$ cat config.mk
export PLATFORM = sky130hd
export DESIGN_NAME = fetch_request_unit
export DESIGN_NICKNAME = d
export VERILOG_FILES = /design/src/rtl/fetch_request_unit.sv
export SDC_FILE = /design/constraint.sdc
export NUM_CORES = 1
export LEC_CHECK = 0
export BUFFER_PORTS_ARGS = -buffer_cell sky130_fd_sc_hd__buf_2
export CORE_MARGIN = 1.5
export CORE_UTILIZATION = 51
export CTS_CLUSTER_SIZE = 12
export DETAILED_ROUTE_END_ITERATION = 8
export PLACE_DENSITY_LB_ADDON = 0.08
export RECOVER_POWER = 25
export SKIP_CTS_REPAIR_TIMING = 1
export SYNTH_ARGS = -nofsm -noshare
export SYNTH_HDL_FRONTEND = slang
export SYNTH_SLANG_ARGS = --single-unit
$ cat constraint.sdc
create_clock -name CLK -period 5.1 [get_ports CLK]
set_input_delay 1.53 -clock CLK [delete_from_list [all_inputs] [get_ports CLK]]
set_output_delay 1.53 -clock CLK [all_outputs]
set_load 0.005 [all_outputs]
$ cat src/rtl/fetch_request_unit.sv
// Multicycle fetch/execute sequencer: owns PC and IR, drives iREN/dREN/dWEN, commits next PC; INSTR_COUNT_EN adds a retired counter.
// Latency: 2 cycles per ALU/branch instruction, 3 per load/store with zero-wait memory.
// Backpressure: stalls in IFETCH until ihit and in DMEM until dhit; HALT holds until nRST.
module fetch_request_unit #(
  parameter logic [31:0] PC_INIT = 32'h0000_0000
) (
  input  logic        CLK,
  input  logic        nRST,
  input  logic        ihit,
  input  logic [31:0] imemload,
  input  logic        dhit,
  input  logic [2:0]  PCSrc,
  input  logic        Jump,
  input  logic [31:0] rs_data,
  input  logic [31:0] imm_ext,
  input  logic [25:0] immediate26,
  input  logic        dREN_req,
  input  logic        dWEN_req,
  input  logic        halt_req,
  output logic [31:0] imemaddr,
  output logic        iREN,
  output logic [31:0] instruction,
  output logic        dREN,
  output logic        dWEN,
  output logic [31:0] pc_plus4,
  output logic        pc_en,
  output logic        halted,
  output logic [31:0] instr_count
);

  typedef enum logic [1:0] {IFETCH, EXEC, DMEM, HALT} state_t;

  state_t      state, next_state;
  logic [31:0] pc, npc_q, next_pc, pc_load;
  logic        ir_load;

  // Jump is decode-side information only; low bits of rs and top of imm never reach the PC.
  logic unused_ok;
  assign unused_ok = ^{Jump, rs_data[1:0], imm_ext[31:30]};

  assign imemaddr = pc;
  assign pc_plus4 = pc + 32'd4;

  always_comb begin
    case (PCSrc)
      3'd0:    next_pc = {rs_data[31:2], 2'b00};
      3'd1:    next_pc = {pc_plus4[31:28], immediate26, 2'b00};
      3'd2:    next_pc = pc_plus4 + {imm_ext[29:0], 2'b00};
      default: next_pc = pc_plus4;
    endcase
  end

  always_comb begin
    next_state = state;
    iREN       = 1'b0;
    dREN       = 1'b0;
    dWEN       = 1'b0;
    pc_en      = 1'b0;
    halted     = 1'b0;
    ir_load    = 1'b0;
    pc_load    = npc_q;
    case (state)
      IFETCH: begin
        iREN = 1'b1;
        if (ihit) begin
          ir_load    = 1'b1;
          next_state = EXEC;
        end
      end
      EXEC: begin
        if (halt_req) begin
          next_state = HALT;
        end else if (dREN_req || dWEN_req) begin
          next_state = DMEM;
        end else begin
          pc_en      = 1'b1;
          pc_load    = next_pc;
          next_state = IFETCH;
        end
      end
      DMEM: begin
        // A store wins when decode raises both requests.
        dWEN = dWEN_req;
        dREN = dREN_req & ~dWEN_req;
        if (dhit) begin
          pc_en      = 1'b1;
          next_state = IFETCH;
        end
      end
      HALT: begin
        halted = 1'b1;
      end
      default: next_state = IFETCH;
    endcase
  end

  always_ff @(posedge CLK or negedge nRST) begin
    if (!nRST) begin
      state       <= IFETCH;
      pc          <= PC_INIT;
      instruction <= 32'd0;
      npc_q       <= 32'd0;
    end else begin
      state <= next_state;
      if (ir_load)
        instruction <= imemload;
      if (state == EXEC)
        npc_q <= next_pc;
      if (pc_en)
        pc <= pc_load;
    end
  end

`ifdef INSTR_COUNT_EN
  logic [31:0] count_q;

  // HALT retires as an instruction even though it never commits a PC.
  always_ff @(posedge CLK or negedge nRST) begin
    if (!nRST)
      count_q <= 32'd0;
    else if (pc_en || (state == EXEC && halt_req))
      count_q <= count_q + 32'd1;
  end

  assign instr_count = count_q;
`else
  assign instr_count = 32'd0;
`endif

endmodule
# After elaboration in Yosys (flattened, before gate mapping)

Cells that the tools add are included.

Logic and storage cells: 39
Output and inout port bits: 133
Bits in registers: 98
Bits of input ports: 133

Mux-type cells: 19
Add/sub/neg operators: 2
Eq/ne operators: 7
Bitwise logic cells: 2
Reductions and logical operators: 5

Operators by type and width:

| operator                                                        | count |
|---|---|
| 32-bit two-way mux                                              | 3 |
| 32-bit case mux with 3 select lines                             | 1 |
| 32-bit by 3-bit adder with 32-bit output, second input constant | 1 |
| 32-bit adder                                                    | 1 |
| 1-bit two-way mux                                               | 9 |
| 2-bit two-way mux                                               | 4 |
| 2-bit case mux with 3 select lines                              | 1 |
| 2-bit == test, second input constant                            | 2 |
| 2-bit inequality test, second input constant                    | 2 |
| 3-bit by 1-bit == test with 1-bit output, second input constant | 1 |
| 3-bit by 2-bit == test with 1-bit output, second input constant | 1 |
| 3-bit zero test                                                 | 1 |
| 3-bit AND reduction                                             | 1 |
| 3-bit nonzero test                                              | 1 |
| 2-bit by 1-bit == test with 1-bit output, second input constant | 1 |
| 2-bit zero test                                                 | 1 |
| 1-bit case mux with 2 select lines                              | 1 |
| 1-bit bitwise AND                                               | 1 |
| 1-bit logical OR                                                | 1 |
| 1-bit NOT                                                       | 1 |

# Longest topological paths before layout

Word-level depth: 6
Mapped depth: 17
Mapped depth without buffers: 15

# Least setup slack after synthesis

No wires, ideal clock.

Path kind: input-to-output
Start: input port halt_req
End: output port pc_en
Stages: 6
Data arrival time: 2.422 ns
Slack: 1.148 ns
Required time: 3.570 ns
Path buffers: 1
Path through: nor3_1 nand2_1 nand2_1 nand2_1 inv_1 clkbuf_1

Cells in the longest elaborated chain, start to end: 2

RTL lines:

| item                               | RTL line | text |
|---|---|---|
| from (decl)                        | 19       | `input logic halt_req,` |
| 1-bit two-way mux                  | 71       | `if (halt_req) begin` |
| 1-bit case mux with 2 select lines | 62       | `case (state)` |
| to (decl)                          | 26       | `output logic pc_en,` |

Every way passes these cells.

# Worst setup path in the final report

Start: register pc[4], in the netlist imemaddr[4]
End: register npc_q[26]

Cells in the longest elaborated chain, start to end: 3

RTL lines:

| item                                         | RTL line | text |
|---|---|---|
| from (decl)                                  | 34       | `logic [31:0] pc, npc_q, next_pc, pc_load;` |
| from (signal assigned)                       | 110      | `pc <= pc_load;` |
| 32-bit by 3-bit adder with 32-bit output (*) | 42       | `assign pc_plus4 = pc + 32'd4;` |
| 32-bit adder                                 | 48       | `3'd2: next_pc = pc_plus4 + {imm_ext[29:0], 2'b00};` |
| 32-bit case mux with 3 select lines (*)      | 45       | `case (PCSrc)` |
| to (signal assigned)                         | 108      | `npc_q <= next_pc;` |
| to (decl)                                    | 34       |  |

Mark *: on every way between the ends. The rest lies on a longest branch, timed or not.
A chain may end at the register's enable or synchronous reset.

==> reports/qor.txt <==
vias in the first global route -> 6284
Max Slew Vio Count -> 100
power share of the combinational group -> 57.0%
main combinational cell family by area after synthesis -> compound AO/OA/AOI/OAI gates
ANT nets after route -> 0
Ports -> 266
clock buffer depth -> 2
XOR/XNOR Fraction of Synth Area -> 6.19%
GRT Total Usage -> 28.4%
clock sink total -> 98
Synth Area in Adders -> 7.09%
sequential share of the synthesized area -> 33.4%
Worst Max-Slew Pin Slew -> 2740 ps
clk root buf -> clkbuf_16
final hold vios -> 0
Worst slew margin -> -83.0%
top cell family by delay on the critical path -> simple AND/OR/NAND/NOR gates
area grow syn2layout -> 20.2%
top-area cell type share of the netlist area -> 33.4%
first-pass GRT wire length -> 33100 um
DRT Wirelength -> 21800 um
Core ar. -> 14000 um2
worst path arrival time -> 4570 ps
# DRC -> 0
failing checks -> capacitance limit, slew limit
RSZ-0062 raised after global routing -> no
Max Clk Rate -> 0.229 GHz
Overflow after GRT -> 0
Clock Latency Late Sink -> 340 ps
die width -> 123 um
Primary FF master, synth -> dfrtp_1
Initial Utilization -> 52.5%
Post-Synthesis Cell Area -> 7340 um2
fillcell total -> 1305
Synth Area in Compound Gates -> 19.5%
via count -> 7158
Area contributors post-synth -> dfrtp_1 (33%), ha_1 (6.8%), mux2_2 (6.4%)
die area -> 15100 um2
CTS clk-pin slew, worst paths -> 70 ps
H-tree Lvls -> 3
worst setup path class -> flip-flop to flip-flop
net switching share of the total power -> 43.9%
Req. time, crit path -> 5300 ps
top-count cell post-synth -> dfrtp_1
Sum Neg Setup Slack -> 0 ps
synth warn -> 0
Buf/Inv on CP -> 0
status -> complete, but fails checks
crit path time final -> 4370 ps
Net Switching -> 2190 uW
Max-Cap Viols -> 2
internal cell power -> 2800 uW
worst hold path class -> flip-flop to flip-flop
Detailed Place HPWL -> 16700 um
largest net degree at the start of global routing -> 53
Post-synth EDFFs -> 0
length of the first detailed-routing pass in iterations -> 5
Hold WS -> 472 ps
Cell variety after synth -> 70
Via density -> 5.77
Reg power frac -> 29.4%
Syn Area/Cell -> 8.68 um2
final core utilization -> 63.1%
TritonCTS clock tree -> yes
Final Cycle Share -> 85.6%
Synth async-reset ratio -> 100%
initial antenna violation count -> 0
global placer's final weighted congestion -> 0.906
post-synthesis mux area share -> 9.03%
fin nets -> 1231
# diodes -> 0
# rows -> 43
Clock Skew -> 11.0 ps
worst-path fanout max -> 7
Num CTS Buffers -> 9
Syn Inst Count -> 846
Starting DRT DRC Count -> 547
WL per Instance -> 17.5 um
share of layout cells above drive strength 1 -> 29.5%
Max stage delay cell, worst path -> a211oi_1
Yosys reg bits -> 98
Pwr per Cell Area -> 566 nW/um2
area leader, netlist -> dfrtp_1
Post-Synth Simple-Gate Area -> 17.9%
most frequent cells after synthesis -> dfrtp_1 (98), nor2_1 (83), nand2_1 (79)
power share of the clock group -> 13.6%
maximum VDD drop -> 0.260 mV
LEAKAGE -> 0.00436 uW
# port buffers -> 228
Die Y -> 123 um
Crit path largest cell delay -> 490 ps
worst-path cell chain -> and4_1 -> nand3_1 -> nor2_1 -> and4_1 -> xor2_1 -> ha_1 -> nand2_1 -> nor3_1 -> a211oi_1 -> nor3_1 -> a21oi_1 -> nand3b_1 -> xor2_1 -> a221oi_1 -> a21oi_1
Setup crit end kind -> flip-flop
Setup violations, final -> 0
Worst Setup Start Kind -> flip-flop
## cell type report
| type | count | area, um2 | share of cell area [%] |
|---|---|---|---|
| repair buffers | 243 | 1250 | 14.2 |
| clock buffers | 11 | 243 | 2.75 |
| clock inverters | 4 | 52.6 | 0.595 |
| multi-input cells | 681 | 4510 | 51.1 |
| inverters | 24 | 90.1 | 1.02 |
| flip-flops and latches | 98 | 2450 | 27.8 |
| well taps | 180 | 225 | 2.55 |
## per-layer routing
metal  up-vias  global-route usage (%)  part of all wire (%)
li1       3394                       -                     -
met1      3430                    38.7                    43
met2       290                    46.6                    48
met3        44                    4.38                   6.1
met4         0                    9.05                   2.8
met5         -                       0                     0
## worst paths after layout
path	slack [ps]	cells after the start	start	endpoint
setup / recovery	730	15	imemaddr[4]$_DFFE_PN0P_	npc_q[26]$_DFFE_PN0P_
hold / removal	470	2	npc_q[28]$_DFFE_PN0P_	npc_q[28]$_DFFE_PN0P_
setup reg to reg	730	15	imemaddr[4]$_DFFE_PN0P_	npc_q[26]$_DFFE_PN0P_
hold reg to reg	470	2	npc_q[28]$_DFFE_PN0P_	npc_q[28]$_DFFE_PN0P_
max in group asynchronous	1360	2	nRST	instruction[31]$_DFFE_PN0P_
min in group asynchronous	2120	2	nRST	imemaddr[7]$_DFFE_PN0P_
## worst reg2reg max path: stages (launching register included)
cell and delay [ps]:
dfrtp_1 460, and4_1 310, nand3_1 230, nor2_1 230, and4_1 220, xor2_1 360
ha_1 400, nand2_1 170, nor3_1 80, a211oi_1 490, nor3_1 130, a21oi_1 250
nand3b_1 120, xor2_1 170, a221oi_1 460, a21oi_1 150
## through the flow
step                      total power, uW  instances  worst slack, ps  cell area, um2
after floorplan                      3310        877             1150            7460
after global placement               4260       1226              731            8540
after detailed placement             4300       1226              734            8540
after CTS                            5000       1241              783            8830
after global routing                 5380       1241              269            8820
final                                5000       1241              733            8820
## cell usage in the layout, fill, tap and decap left out, types with 5 or more instances in the layout
cell / instances
o22ai_1: 8
a31oi_1: 10
o21ai_0: 22
nand3_1: 30
xnor2_1: 25
nand2b_1: 5
nor2_1: 83
or3_1: 5
xor2_1: 25
o221ai_1: 6
a211oi_1: 9
mux2_2: 42
buf_2: 227
a21oi_1: 70
nor2b_1: 6
a221oi_1: 12
ha_1: 39
and3_1: 12
and2_1: 8
conb_1: 32
inv_1: 22
a21o_1: 20
o211ai_1: 5
nor3_1: 13
nand4_1: 9
nand2_1: 79
buf_4: 13
clkbuf_16: 9
mux2i_1: 19
dfrtp_1: 98
o21ai_1: 27
## power groups by stage
| stage | Combinational [uW] | Clock [uW] | Sequential, uW |
|---|---|---|---|
| after floorplan | 1870 | 0 | 1440 |
| after global placement | 2800 | 0 | 1460 |
| after detailed placement | 2830 | 0 | 1470 |
| after CTS | 2840 | 693 | 1460 |
| after global routing | 3140 | 721 | 1520 |
| final | 2850 | 679 | 1470 |
## sequential cells by signal, summed over array words and instances (netlist names)
signal / flops
imemaddr: 32
instruction: 32
npc_q: 32
state: 2
## logic make-up after synthesis
family,after synthesis
buf+inv,98
fa+ha+maj,41
simple gates,273
flops,98
compound gates,223
mux,61
xor+xnor,51
other cells,1
Note: power is estimated with default switching activity, not from simulation.
